**src/rtl/link_sched_pkg.sv**
```systemverilog
// Shared definitions for the link-address write-back scheduler.
// Holds FSM encodings, slot indices, slot control ops and the PC increment.
// Pure definitions; no logic, no timing.
package link_sched_pkg;

  typedef enum logic [1:0] {
    ST_RUN   = 2'd0,
    ST_STALL = 2'd1,
    ST_FLUSH = 2'd2
  } state_e;

  typedef enum logic [1:0] {
    SLOT_HOLD  = 2'd0,
    SLOT_LOAD  = 2'd1,
    SLOT_CLEAR = 2'd2
  } slot_op_e;

  localparam int SLOT_ID   = 0;
  localparam int SLOT_EX   = 1;
  localparam int SLOT_WB   = 2;
  localparam int NUM_SLOTS = 3;

  localparam int PC_INC = 4;

endpackage

```
**src/rtl/link_slot.sv**
```systemverilog
// One tracker slot: valid bit plus link address, with hold/load/clear control.
// Latency: the loaded value is visible one clock after the load.
// No backpressure of its own; hold is the only way to freeze it.
module link_slot
  import link_sched_pkg::*;
#(
  parameter int XLEN = 32
) (
  input  logic            clk,
  input  logic            rst_n,
  input  slot_op_e        op,
  input  logic            din_v,
  input  logic [XLEN-1:0] din_addr,
  output logic            q_v,
  output logic [XLEN-1:0] q_addr
);

  // Slot register; an invalid entry always carries a zero address.
  always_ff @(posedge clk or negedge rst_n) begin
    if (!rst_n) begin
      q_v    <= 1'b0;
      q_addr <= '0;
    end else begin
      case (op)
        SLOT_LOAD: begin
          q_v    <= din_v;
          q_addr <= din_v ? din_addr : '0;
        end
        SLOT_CLEAR: begin
          q_v    <= 1'b0;
          q_addr <= '0;
        end
        default: begin
          q_v    <= q_v;
          q_addr <= q_addr;
        end
      endcase
    end
  end

endmodule

```
**src/rtl/link_sched.sv**
```systemverilog
// Schedules jal/jalr link writes through ID/EX/WB slots with IF/ID arbitration.
// Latency: IF request writes on the 3rd edge, ID request on the 2nd, +1 per stall cycle.
// Stall freezes all slots and gates link_we; flush kills ID/EX-side slots and inserts bubbles.
module link_sched
  import link_sched_pkg::*;
#(
  parameter int XLEN  = 32,
  parameter int CNT_W = 8
) (
  input  logic             clk,
  input  logic             rst_n,
  input  logic             if_link,
  input  logic             id_link,
  input  logic [XLEN-1:0]  pc,
  input  logic             stall,
  input  logic             flush,
  output logic             link_we,
  output logic [XLEN-1:0]  link_addr,
  output logic             conflict,
  output logic [CNT_W-1:0] conflict_cnt,
  output logic [1:0]       state
);

  state_e                 state_q;
  state_e                 state_d;
  logic                   coll;
  logic                   conflict_q;
  logic [CNT_W-1:0]       cnt_q;
  logic [XLEN-1:0]        pc_inc;

  slot_op_e               slot_op [NUM_SLOTS];
  logic [NUM_SLOTS-1:0]   din_v;
  logic [XLEN-1:0]        din_a   [NUM_SLOTS];
  logic [NUM_SLOTS-1:0]   slot_v;
  logic [XLEN-1:0]        slot_a  [NUM_SLOTS];

  // jal link value; wraps naturally at the top of the address space
  assign pc_inc = pc + XLEN'(PC_INC);

  for (genvar g = 0; g < NUM_SLOTS; g++) begin : g_slot
    link_slot #(
      .XLEN(XLEN)
    ) u_slot (
      .clk      (clk),
      .rst_n    (rst_n),
      .op       (slot_op[g]),
      .din_v    (din_v[g]),
      .din_addr (din_a[g]),
      .q_v      (slot_v[g]),
      .q_addr   (slot_a[g])
    );
  end

  // Next state, slot control and IF/ID arbitration; flush beats stall beats requests
  always_comb begin
    state_d = state_q;
    coll    = 1'b0;
    din_v   = '0;
    for (int i = 0; i < NUM_SLOTS; i++) begin
      slot_op[i] = SLOT_HOLD;
      din_a[i]   = '0;
    end
    // WB only ever receives the EX entry
    din_v[SLOT_WB] = slot_v[SLOT_EX];
    din_a[SLOT_WB] = slot_a[SLOT_EX];

    if (flush) begin
      // EX instruction is already committed to the redirect, so it survives
      state_d          = ST_FLUSH;
      slot_op[SLOT_WB] = SLOT_LOAD;
      slot_op[SLOT_EX] = SLOT_CLEAR;
      slot_op[SLOT_ID] = SLOT_CLEAR;
    end else if (stall) begin
      state_d = (state_q == ST_FLUSH) ? ST_FLUSH : ST_STALL;
    end else begin
      state_d = ST_RUN;
      for (int i = 0; i < NUM_SLOTS; i++) slot_op[i] = SLOT_LOAD;
      if (state_q == ST_FLUSH) begin
        // wrong-path bubble: requests ignored, empty entry inserted
        din_v[SLOT_EX] = slot_v[SLOT_ID];
        din_a[SLOT_EX] = slot_a[SLOT_ID];
      end else begin
        coll = id_link & slot_v[SLOT_ID];
        if (id_link) begin
          din_v[SLOT_EX] = 1'b1;
          din_a[SLOT_EX] = pc;
        end else begin
          din_v[SLOT_EX] = slot_v[SLOT_ID];
          din_a[SLOT_EX] = slot_a[SLOT_ID];
        end
        if (if_link) begin
          din_v[SLOT_ID] = 1'b1;
          din_a[SLOT_ID] = pc_inc;
        end
      end
    end
  end

  // FSM state register
  always_ff @(posedge clk or negedge rst_n) begin
    if (!rst_n) state_q <= ST_RUN;
    else        state_q <= state_d;
  end

  // Collision pulse and saturating collision counter
  always_ff @(posedge clk or negedge rst_n) begin
    if (!rst_n) begin
      conflict_q <= 1'b0;
      cnt_q      <= '0;
    end else begin
      conflict_q <= coll;
      if (coll && (cnt_q != {CNT_W{1'b1}})) cnt_q <= cnt_q + CNT_W'(1);
    end
  end

  assign link_we      = slot_v[SLOT_WB] & ~stall;
  assign link_addr    = slot_v[SLOT_WB] ? slot_a[SLOT_WB] : '0;
  assign conflict     = conflict_q;
  assign conflict_cnt = cnt_q;
  assign state        = state_q;

endmodule

```
**config.mk**
```make
export PLATFORM = sky130hd
export DESIGN_NAME = link_sched
export DESIGN_NICKNAME = d
export VERILOG_FILES = /design/src/rtl/link_sched_pkg.sv /design/src/rtl/link_slot.sv /design/src/rtl/link_sched.sv
export SDC_FILE = /design/constraint.sdc
export NUM_CORES = 1
export LEC_CHECK = 0
export ABC_AREA = 1
export BUFFER_PORTS_ARGS = -buffer_cell sky130_fd_sc_hd__buf_2
export CAP_MARGIN = 5
export CORE_ASPECT_RATIO = 1.25
export CORE_MARGIN = 3
export CORE_UTILIZATION = 52
export DETAILED_ROUTE_END_ITERATION = 7
export PLACE_DENSITY = 0.79
export SYNTH_ARGS = -nofsm -noshare
export SYNTH_HDL_FRONTEND = slang
export SYNTH_SLANG_ARGS = --single-unit
export TNS_END_PERCENT = 100
```
**constraint.sdc**
```tcl
create_clock -name clk -period 1.3 [get_ports clk]
set_input_delay 0.26 -clock clk [delete_from_list [all_inputs] [get_ports clk]]
set_output_delay 0.26 -clock clk [all_outputs]
set_load 0.01 [all_outputs]
```
==> metrics.csv <==
stage,metric,value,unit
synthesis,top-area cell type share of the netlist area,48.9,%
synthesis,synth warn,0,
timing,Max Clk Rate,675,MHz
route,wire length on met1,6260,microns
synthesis,"flops & latches, synth",110,
global_routing,overall routing resource usage,25.3,%
layout,layout cells sized above 1,27.6,%
pwr,leak pwr,3.79,nW
placed_design,# port buffers,81,
synthesis,cell area after synthesis,5630,sq um
clocking,Num CTS Buffers,9,
critical_path,CP Max Fanout,6,
route,vias per cell,5.39,
critical_path,reg2reg start,state[1],
outcome,failing checks,negative setup slack,
route,Top Layer Used,met4,
timing,Final Max Tran Viols,0,
pwr,Sw Share,25.5,%
floorplanning,core area,10300,sq um
critical_path,R2R setup slack,-0.14,ns
layout,final cell utilization of the core,71.3,%
worst_hold_path,hold_sp,pc[1],
route,DR pass1 iterations,5,
clocking,"Clk Latency, worst-skew pair",0.34,ns
layout,Storage cell area,2760,sq um
timing,Worst-Margin Slew,0.434,ns
timing,Tcrit/Tclk final,114,%
floorplanning,Die Span X,99.1,microns
pwr,Comb power frac,12.5,%
worst_hold_path,worst min path class,in -> reg,
outcome,outcome,finished with violations,
worst_hold_path,worst hold path depth,3,
route,Routed WL per cell,15.4,microns
timing,RSZ-0062 raised after global routing,true,
critical_path,critical path's most frequent cell,buf_2,
critical_path,"Slowest-stage cell, CP",dfrtp_2,
timing,relative slew slack,71.1,%
critical_path,CP Launch Type,flop,
route,wire length on met3,964,microns
synthesis,syn nets,776,
critical_path,CP Class,reg -> out,
clocking,htree depth,3,
synthesis,cell count after synthesis,736,
synthesis,Post-synth EDFFs,0,
synthesis,Synth area leaders,"dfrtp_1, nand2_1, o21ai_0, inv_1, o211ai_1",
synthesis,Post-synth ARST share,100,%
layout,number of fill cells,769,
clocking,Worst-path clk slew,0.07,ns
critical_path,CP endpoint kind,output pin,
route,via count,5366,
route,Routed met2 length,7790,microns
synthesis,"area leader, netlist",dfrtp_1,
timing,"Setup violations, final",89,
floorplanning,Initial Util,54.6,%
timing,setup slack after layout,-0.181,ns
critical_path,crit-path max cell delay,0.43,ns
critical_path,worst-path cell chain,"buf_2, nand2_1, inv_1, buf_2",
synthesis,Post-synth top flop,dfrtp_1,
clocking,Max Root-Sink Buffers,2,
pwr,Reg power frac,49.2,%
pwr,cell-internal power,0.00533,W
route,Iteration-0 DRC Markers,370,
floorplanning,Cell Rows,41,
timing,Post-Route Skew,0.00559,ns
run,max_cap viols,0,
floorplanning,I/O pin cnt,82,
pwr,Clock power frac,38.3,%
critical_path,Worst R2R End,g_slot[1].u_slot.q_addr[15],
placed_design,DP HPWL,10200,microns
critical_path,CP arrival,1.22,ns
worst_hold_path,WHS Endpoint,g_slot[0].u_slot.q_addr[1],
synthesis,"Avg Cell Area, Syn",7.65,sq um
pwr,PwrDens,974,nW/um^2
timing,post-layout min period,1.48,ns
critical_path,CP required,1.04,ns
clocking,CTS tree,done,
global_routing,first-pass GRT wire length,24800,microns
global_routing,GRT overflow,0,
synthesis,Synth top cells by count,"nand2_1, inv_1, dfrtp_1",
route,final wirelength,15300,microns
critical_path,R2R depth,7,
layout,Final Cell Area,7350,sq um
synthesis,most common cell in the netlist,nand2_1,
layout,multi-input logic area,2600,sq um
synthesis,library cells used by synthesis,32,
floorplanning,die height,122,microns
global_routing,vias in the first global route,5246,
layout,antenna cells,0,
layout,Final #Nets,901,
route,# DRC,0,
placed_design,routability cong.,0.984,
global_routing,initial antenna violation count,0,
synthesis,register area share after synthesis,48.9,%
clocking,CTS root buffer,clkbuf_16,
pwr,maximum vdd drop,581,uV
timing,final hold violations,0,
critical_path,Worst Setup SP,g_slot[2].u_slot.q_v,
global_routing,largest net degree at the start of global routing,82,
clocking,Sink Count,110,
placed_design,Placed Area,6510,sq um
route,antenna-violating nets left,0,
pwr,Psw,0.00182,W
floorplanning,Die ar.,12100,sq um
layout,area delta synth->final,30.5,%
placed cells by master, fill, tap and decap left out, drive strengths merged:
master         n
nand2        245
buf          140
inv          114
dfrtp        110
o21ai         93
nor2          52
nand3         36
o211ai        32
clkbuf        13
xnor2          6
or2            4
a21oi          4
clkinv         3
nor3           2
ha             2
o31ai          1
a22o           1
nand3b         1
xor2           1
a21o           1
and2           1
nand4          1
bufinv         1
clkinvlp       1
dlygate4sd3    1
worst max path at each step:
stage	to	slack [ns]
floorplan	conflict_cnt[5]	-0.02
global placement	g_slot[1].u_slot.q_addr[19]	-0.16
detailed placement	g_slot[1].u_slot.q_addr[27]	-0.18
CTS	link_we	-0.15
global route	link_addr[7]	-0.22
finish	link_addr[7]	-0.18
registers in the layout, indices dropped and copies added (netlist names):
name,flops
state,2
g_slot.u_slot.q_v,3
conflict,1
conflict_cnt,8
g_slot.u_slot.q_addr,96
power groups by stage:
stage	clock network (W)	logic (W)	registers, W
after global routing	0.00294	0.000977	0.00353
final	0.00274	0.000895	0.00352
after global placement	0	0.000722	0.00358
after floorplan	0	0.000332	0.00358
after detailed placement	0	0.000736	0.00358
after CTS	0.00276	0.000807	0.00352
metal layers:
| metal | track usage, % | up-vias |
|---|---|---|
| met4 | 7.86 | 0 |
| li1 | - | 2560 |
| met2 | 42.9 | 188 |
| met3 | 4.32 | 31 |
| met1 | 33.2 | 2587 |
| met5 | 0 | - |
through the flow:
stage          total power [W]  setup WS, ns  TNS [ns]  std cells  hold WS (ns)
2_1_floorplan          0.00392       -0.0165   -0.0765        736       -0.0356
3_3_place_gp           0.00430        -0.163     -4.00        965         0.321
3_5_place_dp           0.00432        -0.177     -6.67        965         0.332
4_1_cts                0.00708        -0.151     -7.14        990         0.193
5_1_grt                0.00744        -0.223    -13.94        995         0.206
6_report               0.00716        -0.181     -8.18        995         0.181
cells by family (layout without fill, tap and decap cells):
kind of cell    after synthesis  in the layout  synth area share (%)
fa+ha+maj                     2              2                 0.444
xor+xnor                      7              7                  1.09
simple gates                342            342                  26.1
flops                       110            110                  48.9
compound gates              132            132                  13.5
buf+inv                     143            273                  10.0
layout make-up:
type / instances / area share, %
clock buffers: 11 / 3.17
clock inverters: 5 / 0.817
inverters: 114 / 6.03
multi-input cells: 483 / 35.4
flip-flops and latches: 110 / 37.5
well taps: 129 / 2.20
repair buffers: 143 / 14.9
timing repair:
action | CTS | global route
setup endpoints to repair | 80 | 110
resized for setup | 54 | 93
endpoints found under the hold margin | 110 | 0
hold buffers | 1 | 0
pin swaps | 8 | 48
cloned | 3 | 2
setup buffers | 7 | 6
critical path: cells and delay by family (launching register included):
| family | cells | cell delay (ns) |
|---|---|---|
| buf+inv | 3 | 0.37 |
| flops | 1 | 0.43 |
| simple gates | 1 | 0.07 |
Power figures use the tool's default switching activity.
